[config.mk]
export PLATFORM = sky130hd
export DESIGN_NAME = i2c_slave_core
export DESIGN_NICKNAME = d
export VERILOG_FILES = /design/src/rtl/i2c_slave_core.sv
export SDC_FILE = /design/constraint.sdc
export NUM_CORES = 1
export LEC_CHECK = 0
export BUFFER_PORTS_ARGS = -buffer_cell sky130_fd_sc_hd__buf_4
export CAP_MARGIN = 20
export CORE_ASPECT_RATIO = 0.8
export CORE_MARGIN = 1.5
export CORE_UTILIZATION = 40
export CTS_CLUSTER_SIZE = 10
export DETAILED_ROUTE_END_ITERATION = 8
export SYNTH_ARGS = -nofsm -noshare
export SYNTH_HDL_FRONTEND = slang
export SYNTH_SLANG_ARGS = --single-unit
[constraint.sdc]
create_clock -name clk -period 1.88 [get_ports clk]
set_input_delay 0.376 -clock clk [delete_from_list [all_inputs] [get_ports clk]]
set_output_delay 0.376 -clock clk [all_outputs]
set_load 0.1 [all_outputs]
[src/rtl/i2c_slave_core.sv]
// i2c_slave_core: filtered I2C slave with byte-level host handshake.
// Define I2C_SLAVE_GEN_CALL_EN to also ACK general-call (8'h00) writes.
module i2c_slave_core #(
    parameter int FILTER_LEN = 3
) (
    input  logic       clk,
    input  logic       rst,
    input  logic       scl_i,
    input  logic       sda_i,
    output logic       sda_oe_o,
    input  logic [6:0] own_addr_i,
    input  logic       rx_ready_i,
    output logic [7:0] rx_data_o,
    output logic       rx_valid_o,
    input  logic [7:0] tx_data_i,
    output logic       tx_load_o,
    output logic       busy_o,
    output logic       addressed_o
);
    typedef enum logic [2:0] {
        IDLE, ADDR, ADDR_ACK, RX_BYTE, RX_ACK, TX_BYTE, TX_ACK, IGNORE
    } state_t;

    logic scl_s1, scl_s2, sda_s1, sda_s2;
    logic scl_f, sda_f, scl_d, sda_d;
    logic [FILTER_LEN-1:0] scl_h, sda_h;

    always_ff @(posedge clk or posedge rst) begin
        if (rst) begin
            {scl_s1, scl_s2, sda_s1, sda_s2} <= '1;
            scl_h <= '1;
            sda_h <= '1;
            {scl_f, sda_f, scl_d, sda_d} <= '1;
        end else begin
            scl_s1 <= scl_i;
            scl_s2 <= scl_s1;
            sda_s1 <= sda_i;
            sda_s2 <= sda_s1;
            scl_h  <= FILTER_LEN'({scl_h, scl_s2});
            sda_h  <= FILTER_LEN'({sda_h, sda_s2});
            if (&scl_h) scl_f <= 1'b1;
            else if (~|scl_h) scl_f <= 1'b0;
            if (&sda_h) sda_f <= 1'b1;
            else if (~|sda_h) sda_f <= 1'b0;
            scl_d <= scl_f;
            sda_d <= sda_f;
        end
    end

    logic start, stop, scl_rise, scl_fall;
    assign start    = scl_f & scl_d & sda_d & ~sda_f;
    assign stop     = scl_f & scl_d & ~sda_d & sda_f;
    assign scl_rise = scl_f & ~scl_d;
    assign scl_fall = ~scl_f & scl_d;

    state_t     state, state_n;
    logic [2:0] cnt, cnt_n;
    logic [7:0] shift, shift_n, rx_data, rx_data_n;
    logic       sda_oe, oe_n, rx_valid, rx_valid_n, tx_load, tx_load_n;
    logic       addressed, addressed_n, rw, rw_n, ack, ack_n, phase, phase_n;

    logic [7:0] rx_byte;
    logic       own_hit, gc_hit, addr_ok;
    assign rx_byte = {shift[6:0], sda_f};
    assign own_hit = rx_byte[7:1] == own_addr_i;
`ifdef I2C_SLAVE_GEN_CALL_EN
    assign gc_hit = rx_byte == 8'h00;
`else
    assign gc_hit = 1'b0;
`endif
    assign addr_ok = own_hit | gc_hit;

    always_ff @(posedge clk or posedge rst) begin
        if (rst) begin
            state     <= IDLE;
            cnt       <= '0;
            shift     <= '0;
            sda_oe    <= 1'b0;
            rx_data   <= '0;
            rx_valid  <= 1'b0;
            tx_load   <= 1'b0;
            addressed <= 1'b0;
            rw        <= 1'b0;
            ack       <= 1'b0;
            phase     <= 1'b0;
        end else begin
            state     <= state_n;
            cnt       <= cnt_n;
            shift     <= shift_n;
            sda_oe    <= oe_n;
            rx_data   <= rx_data_n;
            rx_valid  <= rx_valid_n;
            tx_load   <= tx_load_n;
            addressed <= addressed_n;
            rw        <= rw_n;
            ack       <= ack_n;
            phase     <= phase_n;
        end
    end

    // phase marks the second half of an ACK slot, or bit 8 seen in TX.
    always_comb begin
        state_n     = state;
        cnt_n       = cnt;
        shift_n     = shift;
        oe_n        = sda_oe;
        rx_data_n   = rx_data;
        rx_valid_n  = 1'b0;
        tx_load_n   = 1'b0;
        addressed_n = addressed;
        rw_n        = rw;
        ack_n       = ack;
        phase_n     = phase;
        if (stop || start) begin
            state_n     = stop ? IDLE : ADDR;
            cnt_n       = '0;
            oe_n        = 1'b0;
            addressed_n = 1'b0;
            phase_n     = 1'b0;
        end else begin
            unique case (state)
                IDLE, IGNORE: oe_n = 1'b0;
                ADDR: if (scl_rise) begin
                    shift_n = rx_byte;
                    cnt_n   = cnt + 3'd1;
                    if (cnt == 3'd7) begin
                        if (addr_ok) begin
                            state_n     = ADDR_ACK;
                            addressed_n = 1'b1;
                            rw_n        = rx_byte[0];
                            ack_n       = 1'b1;
                            phase_n     = 1'b0;
                        end else begin
                            state_n = IGNORE;
                        end
                    end
                end
                ADDR_ACK, RX_ACK: if (scl_fall) begin
                    if (!phase) begin
                        oe_n    = ack;
                        phase_n = 1'b1;
                    end else begin
                        oe_n    = 1'b0;
                        phase_n = 1'b0;
                        if (!ack) begin
                            state_n     = IGNORE;
                            addressed_n = 1'b0;
                        end else if (state == ADDR_ACK && rw) begin
                            state_n   = TX_BYTE;
                            shift_n   = tx_data_i;
                            oe_n      = ~tx_data_i[7];
                            tx_load_n = 1'b1;
                        end else begin
                            state_n = RX_BYTE;
                        end
                    end
                end
                RX_BYTE: if (scl_rise) begin
                    shift_n = rx_byte;
                    cnt_n   = cnt + 3'd1;
                    if (cnt == 3'd7) begin
                        state_n = RX_ACK;
                        phase_n = 1'b0;
                        ack_n   = rx_ready_i;
                        if (rx_ready_i) begin
                            rx_data_n  = rx_byte;
                            rx_valid_n = 1'b1;
                        end
                    end
                end
                TX_BYTE: if (scl_rise) begin
                    cnt_n = cnt + 3'd1;
                    if (cnt == 3'd7) phase_n = 1'b1;
                end else if (scl_fall) begin
                    if (phase) begin
                        oe_n    = 1'b0;
                        phase_n = 1'b0;
                        state_n = TX_ACK;
                    end else begin
                        shift_n = {shift[6:0], 1'b0};
                        oe_n    = ~shift[6];
                    end
                end
                TX_ACK: if (scl_rise) begin
                    if (sda_f) begin
                        state_n     = IGNORE;
                        addressed_n = 1'b0;
                    end else begin
                        phase_n = 1'b1;
                    end
                end else if (scl_fall && phase) begin
                    state_n   = TX_BYTE;
                    shift_n   = tx_data_i;
                    oe_n      = ~tx_data_i[7];
                    tx_load_n = 1'b1;
                    phase_n   = 1'b0;
                end
                default: state_n = IDLE;
            endcase
        end
    end

    assign sda_oe_o    = sda_oe;
    assign rx_data_o   = rx_data;
    assign rx_valid_o  = rx_valid;
    assign tx_load_o   = tx_load;
    assign busy_o      = state != IDLE;
    assign addressed_o = addressed;
endmodule

# --- Yosys cells after proc, flatten, opt, wreduce, memory -nomap -nowiden ---
# Index checks and enable logic that the tools add are counted.
# W data, S select, Z words.
word_totals:
  ff_bits: 42
op_classes:
  add_sub_neg: 1
  eq_ne: 46
  mux: 88
  bitwise_logic: 14
  reduce_logical: 29
ops:
  columns: ["op", "count"]
  rows:
  - ["$mux W7", 10]
  - ["$mux W3", 19]
  - ["$mux W1", 52]
  - ["$ne A3 B3 Y1 const B", 15]
  - ["$ne A2 B2 Y1 const B", 16]
  - ["$pmux W7 S4", 1]
  - ["$reduce_and A12 Y1", 2]
  - ["$ne A4 B4 Y1 const B", 5]
  - ["$eq A3 B3 Y1 const B", 5]
  - ["$pmux W3 S5", 1]
  - ["$reduce_and A11 Y1", 1]
  - ["$reduce_and A5 Y1", 2]
  - ["$reduce_and A9 Y1", 1]
  - ["$reduce_or A3 Y1", 3]
  - ["$reduce_bool A4 Y1", 2]
  - ["$and A1 B1 Y1", 7]
  - ["$eq A7 B7 Y1", 1]
  - ["$not A1 Y1", 7]
  - ["$reduce_and A7 Y1", 1]
  - ["$eq A3 B2 Y1 const B", 2]
  - ["$reduce_and A3 Y1", 2]
  - ["$reduce_and A6 Y1", 1]
  - ["$reduce_bool A2 Y1", 3]
  - ["$reduce_bool A6 Y1", 1]
  - ["14 further kinds", 18]

# --- Depth between registers and ports, before layout ---
# Gate-level depths: netlist of the first run.
logic_depth:
  word_depth: 8
  mapped_depth: 8

# --- Least setup slack after synthesis of the first run ---
# Ideal clock, no wire load.
synth_timing:
  kind: "flip-flop to flip-flop"
  startpoint: "reg scl_f"
  endpoint: "reg rx_data[0] (netlist: rx_data_o[0])"
  arrival_ps: 1817
  setup_slack_ps: -63
  path_stages_with_launch: 6
  n_path_buf: 1
  period_less_slack_ps: 1943
  cell_sequence: "dfstp_2 -> ha_1 -> buf_2 -> nand2_1 -> nor4_4 -> mux2_2"
synth_between:
  elab_chain_cells: 6
  word_cells_on_any_way: 9
synth_rtl:
  columns: ["element", "line", "text"]
  rows:
  - ["from (decl)", "25", "logic scl_f, sda_f, scl_d, sda_d;"]
  - ["from (signal assigned)", "33", "{scl_f, sda_f, scl_d, sda_d} <= '1;"]
  - ["from (signal assigned)", "41", "if (&scl_h) scl_f <= 1'b1;"]
  - ["from (signal assigned)", "42", "else if (~|scl_h) scl_f <= 1'b0;"]
  - ["$and A1 B1 Y1", "51, 52", null]
  - ["$and A1 B1 Y1, on equally long branches (2 in a row)", "52, 51", null]
  - ["$logic_or A1 B1 Y1", "114", "if (stop || start) begin"]
  - ["$not A1 Y1 (no line)", null, null]
  - ["$reduce_and A5 Y1 (no line) *", null, null]
  - ["to (signal assigned)", "91", "rx_data <= rx_data_n;"]
  - ["to (decl)", "58", "logic [7:0] shift, shift_n, rx_data, rx_data_n;"]
# Mark *: on every way between the ends. The rest lies on a longest branch, timed or not.
# A chain may end at the register's enable or synchronous reset.

# --- Worst setup path in the final report of the first run ---
layout_timing:
  startpoint: "reg scl_f"
  endpoint: "reg addressed (netlist: addressed_o)"
layout_between:
  elab_chain_cells: 6
  word_cells_on_any_way: 20
layout_rtl:
  columns: ["element", "line", "text"]
  rows:
  - ["$and A1 B1 Y1", "51, 52", null]
  - ["$and A1 B1 Y1, on equally long branches (2 in a row)", "52, 51", null]
  - ["$logic_or A1 B1 Y1", "114", null]
  - ["$ne A3 B3 Y1 (no line) / $reduce_bool A4 Y1 (equally long branches)", null, null]
  - ["$reduce_and A9 Y1 (no line)", null, null]
  - ["to (signal assigned)", "94", "addressed <= addressed_n;"]
  - ["to (decl)", "60", "logic addressed, addressed_n, rw, rw_n, ack, ack_n, phase, phase_n;"]
# Several ways; a longest one is shown, not always the timed one.

==> results.cfg, run 1 <==
[setup_path]
timing.critical_path.cells = ha_2 -> nand2_1 -> o21a_1 -> and3_1 -> a211oi_1 -> o221a_2
critical_path_depth = 6
crit_family = compound AO/OA/AOI/OAI gates
reg2reg_depth = 6
critical_path.startpoint_type = flip-flop
worst_path_max_delay_cell = sky130_fd_sc_hd__dfstp_2
critical_path_endpoint_category = flip-flop
crit_path_max_fanout = 4
timing_worst_setup_path_type = flip-flop to flip-flop
cp_slowest_stage_delay_ps = 590
critPathArrivalTime_ps = 2210
crit_path_start = scl_f
r2r_setup_slack_ps = -90
timing.rr.start = scl_f
r2r-end = addressed_o
worstSetupEndpoint = addressed_o
worst-endpoint-required_ps = 2120
cp_num_buf_inv = 0

[detailed_routing]
drt_first_pass_iters = 4
wl_per_cell_um = 16.4
met1_length_um = 2900
route.antenna.remaining_nets = 0
avgViaCountPerCell = 5.34
drc = 0
routed-wl-met2_um = 2770
routed-wl-met3_um = 414
top_layer = met4
postRouteWirelength_um = 6190
drt_iter0_markers = 127
dr_total_vias = 2017

[timing]
final.min_clock_period_ps = 1970
worst_clock_skew_ps = 13.9
worst-slew-pin-transition_ps = 522
setup-tns-final_ps = -694
rsz_0062_raised_after_global_routing = yes
timing_limited_maximum_frequency_mhz = 508
timing.max_slew.rel_slack_pct = 65.2
setup-violations-final = 16
report.final.slew_viol_count = 0
share_of_the_cycle_needed_by_the_critical_path_after_routing_pct = 105
hold_viol = 0
setup_ws_ps = -86.9

[floorplanning]
boundaryPins = 33
die_area_um2 = 6240
row_count = 24
die-width_um = 87.9
die_height_um = 70.9
design.core.area_um2 = 5500
floorplan.initialDensity_pct = 42.0

[grt]
grt_antenna_before_repair = 0
grt_pass1_vias = 1985
pin_count_of_the_biggest_net_entering_global_routing = 43
globalRouteTotalUtil_pct = 21.1
grt_pass1_wl_um = 10100
gr-total-overflow = 0

[yosys]
yosysTopAreaCell = sky130_fd_sc_hd__dfrtp_1
syn_inst = 215
synth_nets = 240
postSynthRegisterBits = 42
synthesis.area_um2 = 2310
synth_top_cell_area_share_pct = 30.4
synth-warning-count = 0
flip_flop_cell_with_the_highest_count_after_synthesis = sky130_fd_sc_hd__dfrtp_1
synth_top_cells_by_area = sky130_fd_sc_hd__dfrtp_1, sky130_fd_sc_hd__dfstp_2, sky130_fd_sc_hd__mux2_2
count_of_flip_flops_with_a_built_in_enable_after_synthesis = 0
syn_avg_cell_area_um2 = 10.7
async_flop_share_pct = 100
synth_cell_type_count = 54
synth-seq-area-share_pct = 46.3

[clocking]
clock_tree.buffer_depth = 2
clock_latency_ps = 310
number_of_clock_sinks = 42
postCtsHoldBufs = 0
clk_root_buffer_cell = sky130_fd_sc_hd__clkbuf_8
cts-htree-levels = 2
tritoncts = built
cts_inserted_buffers = 5
cts.reportedPaths.clkPinSlew_ps = 80

[hold_path]
path_class_of_the_lowest_slack_min_delay_path = primary input to flip-flop
holdCritStartpoint = sda_i

[placement]
dpl.hpwl_um = 4340
detailed_place.area_um2 = 2970
gpl.final_weighted_congestion = 0.953
buffer_ports.inserted = 32

[power_and_ir_drop]
leakage_nw = 1.59
power.density_nw_per_um2 = 1420
total_power_mw = 4.64
ir_worst_vdd_v = 0.000721

[layout]
number_of_nets_in_the_final_layout = 324
area_growth_pct = 42.0
antenna_cells = 0
layout-drive-gt1-share_pct = 54.3
most-common-layout-cells = sky130_fd_sc_hd__buf_4, sky130_fd_sc_hd__dfrtp_1, sky130_fd_sc_hd__mux2_2, sky130_fd_sc_hd__dfstp_2, sky130_fd_sc_hd__nor2_1
most_common_library_cell_in_the_layout_ignoring_fill_and_taps = sky130_fd_sc_hd__buf_4
layout.cell_area.non_filler_um2 = 3280
final_core_util_pct = 59.6

[job]
timing.max_cap.violations = 0

[status]
failing_checks = setup timing
status = finished with violations
-- sequential cells by signal, summed over array words and instances (netlist names), 3 cells and up --
signal,count
state,3
scl_h,3
cnt,3
rx_data_o,8
shift,7
sda_h,3
-- layer usage --
layer / vias to the layer above / global-route usage [%]
met1: 977 / 32.0
met5: - / 0
met3: 14 / 3.85
met4: 0 / 6.00
met2: 79 / 30.9
li1: 947 / -
-- cells by family after synthesis --
logic type	synth area share (%)
simple gates	12.5
compound gates	17.1
flops	46.3
xor+xnor	3.04
mux	13.1
buf+inv	4.83
fa+ha+maj	3.15
-- worst min-delay path by stage --
stage          endpoint  slack (ps)  cells past startpoint
2_1_floorplan  scl_h[0]         350                      0
3_3_place_gp   sda_h[0]         350                      0
3_5_place_dp   sda_h[0]         350                      0
4_1_cts          sda_s1         170                      1
5_1_grt          sda_s1         170                      1
6_report         sda_s1         180                      1
-- layout make-up --
| cell class | count | area, um^2 |
|---|---|---|
| clock inverters | 3 | 20.0 |
| inverters | 12 | 45.0 |
| flip-flops and latches | 42 | 1070 |
| multi-input cells | 150 | 1290 |
| fillers | 476 | 2220 |
| well taps | 78 | 97.6 |
| repair buffers | 88 | 688 |
| clock buffers | 5 | 68.8 |
-- stage by stage --
stage,instances,hold WS [ps],worst slack [ps]
global route,378,167,-165
finish,378,183,-86.9
floorplan,215,345,-26.5
global placement,364,346,-250
CTS,375,171,-66.7
detailed placement,364,347,-268
-- worst reg2reg max path: stages, from the launching register on --
cell	delay, ps
sky130_fd_sc_hd__dfstp_2	590
sky130_fd_sc_hd__ha_2	220
sky130_fd_sc_hd__nand2_1	90
sky130_fd_sc_hd__o21a_1	210
sky130_fd_sc_hd__and3_1	200
sky130_fd_sc_hd__a211oi_1	350
sky130_fd_sc_hd__o221a_2	240
-- timing repair --
item / 4_1_cts / 5_1_grt
endpoints found under the setup margin: 20 / 23
pin swaps: 8 / 10
buffers inserted: 3 / 3
resized for setup: 31 / 14
-- cells in the mapped netlist (3+ instances only) --
master	count
sky130_fd_sc_hd__a21oi_1	11
sky130_fd_sc_hd__and2_1	3
sky130_fd_sc_hd__buf_2	8
sky130_fd_sc_hd__dfrtp_1	28
sky130_fd_sc_hd__dfstp_2	14
sky130_fd_sc_hd__ha_1	5
sky130_fd_sc_hd__inv_1	12
sky130_fd_sc_hd__mux2_2	25
sky130_fd_sc_hd__nand2_1	13
sky130_fd_sc_hd__nand2b_1	5
sky130_fd_sc_hd__nand3_1	4
sky130_fd_sc_hd__nor2_1	12
sky130_fd_sc_hd__o21a_1	4
sky130_fd_sc_hd__o21ai_0	9
sky130_fd_sc_hd__o22ai_1	3
sky130_fd_sc_hd__xor2_1	8
-- report_power, final --
part / internal (mW) / total (mW) / switching (mW)
Clock: 0.262 / 0.604 / 0.341
Sequential: 1.10 / 1.29 / 0.192
Combinational: 1.41 / 2.74 / 1.33
Total: 2.77 / 4.64 / 1.87
(Power assumes the default switching activity.)
==> run 2, diff against run 1 <==
Settings changed: SKIP_CTS_REPAIR_TIMING set to 1.
==> run 2 against run 1 <==
Compared with the run above: the flow still finishes with violations (setup timing); register-to-register slack about the same; clock-buffer cell count did not move; via count shrank 2.5%; clock power up 1%; sequential share of layout area up 1.1 points; sequential cell count did not move; critical path depth increased by 1; combinational power fell by 7%; setup slack got worse by 5.7 ps; first-iteration DRC count fell by 13%; largest power group unchanged.
==> results.cfg, run 2 (synthesis gave the netlist of run 1 again) <==
[setup_path]
critical_path.startpoint_type = flip-flop
timing_worst_setup_path_type = flip-flop to flip-flop
critical_path_endpoint_category = flip-flop
r2r_setup_slack_ps = -90
worst-endpoint-required_ps = 2070
crit_path_max_fanout = 7
critPathArrivalTime_ps = 2170

[layout]
antenna_cells = 0
layout-drive-gt1-share_pct = 52.2
most-common-layout-cells = sky130_fd_sc_hd__buf_4, sky130_fd_sc_hd__dfrtp_1, sky130_fd_sc_hd__mux2_2, sky130_fd_sc_hd__dfstp_2
fill_cells = 483
number_of_nets_in_the_final_layout = 319
area_growth_pct = 37.5
most_common_library_cell_in_the_layout_ignoring_fill_and_taps = sky130_fd_sc_hd__buf_4
largest_register_ffs = 8
finalNonFillerCells = 373

[grt]
gr-total-overflow = 0
globalRouteTotalUtil_pct = 19.9
grt_pass1_wl_um = 9510
pin_count_of_the_biggest_net_entering_global_routing = 43
grt_pass1_vias = 1897
grt_antenna_before_repair = 0

[timing]
timing_limited_maximum_frequency_mhz = 507
setup-violations-final = 19
share_of_the_cycle_needed_by_the_critical_path_after_routing_pct = 105
final.min_clock_period_ps = 1970
worst-slew-pin-transition_ps = 522
rsz_0062_raised_after_global_routing = yes
timing.max_slew.rel_slack_pct = 65.2
report.final.slew_viol_count = 0
setup_ws_ps = -92.6
hold_viol = 0
worst_clock_skew_ps = 15.7

[power_and_ir_drop]
power.density_nw_per_um2 = 1400
leakage_nw = 1.53
total_power_mw = 4.45
ir_worst_vdd_v = 0.000732

[clocking]
number_of_clock_sinks = 42
cts.reportedPaths.clkPinSlew_ps = 90
clock_latency_ps = 310
clock_tree.buffer_depth = 2
cts-htree-levels = 2
clk_root_buffer_cell = sky130_fd_sc_hd__clkbuf_8
tritoncts = built
cts_inserted_buffers = 5

[floorplanning]
row_count = 24
die_height_um = 70.9
floorplan.initialDensity_pct = 42.0
die-width_um = 87.9
boundaryPins = 33
die_area_um2 = 6240
design.core.area_um2 = 5500

[placement]
gpl.final_weighted_congestion = 0.953
dpl.hpwl_um = 4340
placed_cells_incl_taps = 364
buffer_ports.inserted = 32
detailedPlace.worstSlack_ps = -268

[job]
timing.max_cap.violations = 0

[status]
status = finished with violations
failing_checks = setup timing

[detailed_routing]
wl_per_cell_um = 16.2
route.antenna.remaining_nets = 0
drt_first_pass_iters = 4
drc = 0
drt_iter0_markers = 110
postRouteWirelength_um = 6030
avgViaCountPerCell = 5.27
dr_total_vias = 1966

[hold_path]
path_class_of_the_lowest_slack_min_delay_path = primary input to flip-flop
==> run 2: changes by cell type in the layout (fill, tap and decap cells not counted), sizes merged <==
cell  previous run  this run
buf             88        83
==> run 2: per-stage QoR <==
step                      hold WS [ps]  utilization, %  cell area, um^2  TNS (ps)
after floorplan                    345               -             2310      -185
after global placement             346            54.0             2970     -2780
after detailed placement           347            54.0             2970     -2830
after CTS                          171            55.6             3060     -3070
after global routing               167            57.7             3170     -2810
final                              182            57.7             3170      -986
==> run 2: metal layers <==
metal  share of wire, %  GRT usage [%]
met1                 49           30.8
met2                 45           27.7
met3                5.6           3.62
met4                1.1           6.70
met5                  0              0
==> run 2: cell type report <==
type / instances / area (um^2) / area share [%]
Clock buffer: 5 / 68.8 / 2.17
Clock inverter: 3 / 20.0 / 0.631
Inverter: 12 / 45.0 / 1.42
Multi-Input combinational cell: 150 / 1230 / 38.8
Sequential cell: 42 / 1070 / 33.7
Tap cell: 78 / 97.6 / 3.08
Timing Repair Buffer: 83 / 639 / 20.1
==> run 2: where the power goes <==
part	internal (mW)	leakage [nW]	switching [mW]	total [mW]
sequential	1.10	0.508	0.190	1.29
clock	0.263	0.0484	0.347	0.610
combinational	1.30	0.977	1.26	2.56
total	2.66	1.53	1.80	4.45
==> run 2: worst paths after layout <==
check,start,endpoint,cells past startpoint
setup / recovery,scl_d,shift[4],7
hold / removal,sda_i,sda_s1,1
setup reg to reg,scl_d,shift[4],7
hold reg to reg,scl_s2,scl_h[0],0
max in group asynchronous,rst,state[1],3
min in group asynchronous,rst,shift[0],3
==> run 2: critical path, stage by stage, from the launching register on <==
cell and delay (ps):
sky130_fd_sc_hd__dfstp_2 580, sky130_fd_sc_hd__ha_4 150, sky130_fd_sc_hd__buf_4 130, sky130_fd_sc_hd__nand2_4 70, sky130_fd_sc_hd__o21a_1 230, sky130_fd_sc_hd__nor3_4 230
sky130_fd_sc_hd__buf_12 150, sky130_fd_sc_hd__mux2_2 320
==> run 3, diff against run 2 <==
Clock period 1.88 ns to 2 ns, I/O delays scaled along.
==> run 3 against run 2 <==
Compared with the run above: the run still ends with setup timing left; worst hold slack better by 18 ps; clock skew down 10 ps; global-route usage down 0.55 points; non-clock buffer count down 8; core utilization down 0.14 points; sequential share of layout area up 0.12 points; fmax down 3.1%; routed wire length down 4.2%; setup slack better by 57 ps; sequential cell count unchanged; design area down 0.24%; combinational power down 7.8%.
==> results.cfg, run 3 (synthesis gave the netlist of run 1 again) <==
[setup_path]
reg2reg_depth = 7
critPathArrivalTime_ps = 2230
critical_path_endpoint_category = flip-flop
crit_path_max_fanout = 4
r2r_setup_slack_ps = -40
r2r-end = phase
worst-endpoint-required_ps = 2190
timing_worst_setup_path_type = flip-flop to flip-flop
timing.rr.start = scl_f
critical_path.startpoint_type = flip-flop

[timing]
timing.max_slew.rel_slack_pct = 65.4
final.min_clock_period_ps = 2040
timing_limited_maximum_frequency_mhz = 491
report.final.slew_viol_count = 0
setup-tns-final_ps = -169
worst_clock_skew_ps = 5.26
setup_ws_ps = -35.4
hold_viol = 0
worst-slew-pin-transition_ps = 519
share_of_the_cycle_needed_by_the_critical_path_after_routing_pct = 102
setup-violations-final = 8
rsz_0062_raised_after_global_routing = yes

[hold_path]
hold_path_depth = 1
holdCritStartpoint = sda_i
worstHoldEndpoint = sda_s1
path_class_of_the_lowest_slack_min_delay_path = primary input to flip-flop

[grt]
grt_pass1_wl_um = 9100
groute.layer.met1.usage_pct = 29.6
grt.busiest_layer = met1
grt_pass1_vias = 1800
groute.layer.met2.usage_pct = 25.4
globalRouteTotalUtil_pct = 19.3
pin_count_of_the_biggest_net_entering_global_routing = 43
global_route.usage.met3_pct = 5.48
gr-total-overflow = 0
grt_antenna_before_repair = 0

[clocking]
clock_tree.buffer_depth = 2
tritoncts = built
number_of_clock_sinks = 42
cts.reportedPaths.clkPinSlew_ps = 90
clock_latency_ps = 300
cts-htree-levels = 2
cts_inserted_buffers = 5
clk_root_buffer_cell = sky130_fd_sc_hd__clkbuf_8

[layout]
area_growth_pct = 37.2
finalNonFillerCells = 365
most-common-layout-cells = sky130_fd_sc_hd__buf_4, sky130_fd_sc_hd__dfrtp_1, sky130_fd_sc_hd__mux2_2, sky130_fd_sc_hd__dfstp_2
number_of_nets_in_the_final_layout = 311
area_used_by_multi_input_combinational_logic_um2 = 1260
antenna_cells = 0
seqCellArea_um2 = 1070
most_common_library_cell_in_the_layout_ignoring_fill_and_taps = sky130_fd_sc_hd__buf_4
fill_cells = 498
layout-drive-gt1-share_pct = 51.2
largest_register_ffs = 8

[floorplanning]
die_height_um = 70.9
boundaryPins = 33
floorplan.initialDensity_pct = 42.0
die-width_um = 87.9
die_area_um2 = 6240
design.core.area_um2 = 5500
row_count = 24

[detailed_routing]
route.antenna.remaining_nets = 0
drt_iter0_markers = 96
postRouteWirelength_um = 5780
dr_total_vias = 1904
wl_per_cell_um = 15.8
drt_first_pass_iters = 4
avgViaCountPerCell = 5.22
drc = 0

[placement]
gpl.final_weighted_congestion = 0.878
dpl.hpwl_um = 4020
buffer_ports.inserted = 32
placed_cells_incl_taps = 355

[power_and_ir_drop]
ir_worst_vdd_v = 0.000598
power.density_nw_per_um2 = 1320
leakage_nw = 1.51
total_power_mw = 4.19

[status]
status = finished with violations
failing_checks = setup timing

[job]
timing.max_cap.violations = 0
-- run 3: final cells by class --
cell class / instances / area share (%)
clock buffers: 5 / 2.17
multi-input cells: 150 / 39.8
flip-flops and latches: 42 / 33.8
repair buffers: 75 / 19.1
well taps: 78 / 3.08
inverters: 12 / 1.42
clock inverters: 3 / 0.632
-- run 3: how the worst max path moves through the flow --
stage	start	to	slack [ps]	cells after the start
6_report	scl_f	phase	-40	7
4_1_cts	scl_d	shift[6]	-160	8
3_5_place_dp	scl_d	shift[6]	-120	8
5_1_grt	scl_d	shift[6]	-130	8
2_1_floorplan	scl_f	rx_data_o[0]	60	5
3_3_place_gp	scl_d	shift[2]	-80	8
-- run 3: metal layers --
layer,vias to the layer above,part of all wire (%)
li1,914,-
met1,925,49
met2,56,44
met3,9,5.9
met4,0,1.4
met5,-,0
-- run 3: critical path, cell delays in order (launching register included) --
cell and delay [ps]:
sky130_fd_sc_hd__dfstp_2 620, sky130_fd_sc_hd__ha_4 170, sky130_fd_sc_hd__nand3b_1 90, sky130_fd_sc_hd__buf_4 150, sky130_fd_sc_hd__o21a_1 130, sky130_fd_sc_hd__and3_1 210
sky130_fd_sc_hd__a221o_1 320, sky130_fd_sc_hd__a32o_2 230
-- run 3: power breakdown --
part / switching (mW) / total, mW / leakage [nW] / internal (mW)
clock: 0.320 / 0.567 / 0.0484 / 0.247
sequential: 0.228 / 1.26 / 0.507 / 1.03
combinational: 1.11 / 2.36 / 0.956 / 1.25
total: 1.66 / 4.19 / 1.51 / 2.53
-- run 3: metrics by stage --
step | utilization (%) | hold slack [ps] | setup WS (ps) | cell area (um^2)
final | 57.6 | 200 | -35.4 | 3170
after global routing | 57.6 | 185 | -128 | 3170
after CTS | 54.8 | 195 | -156 | 3010
after detailed placement | 53.2 | 347 | -117 | 2920
after global placement | 53.2 | 346 | -83.5 | 2920
after floorplan | - | 345 | 57.1 | 2310
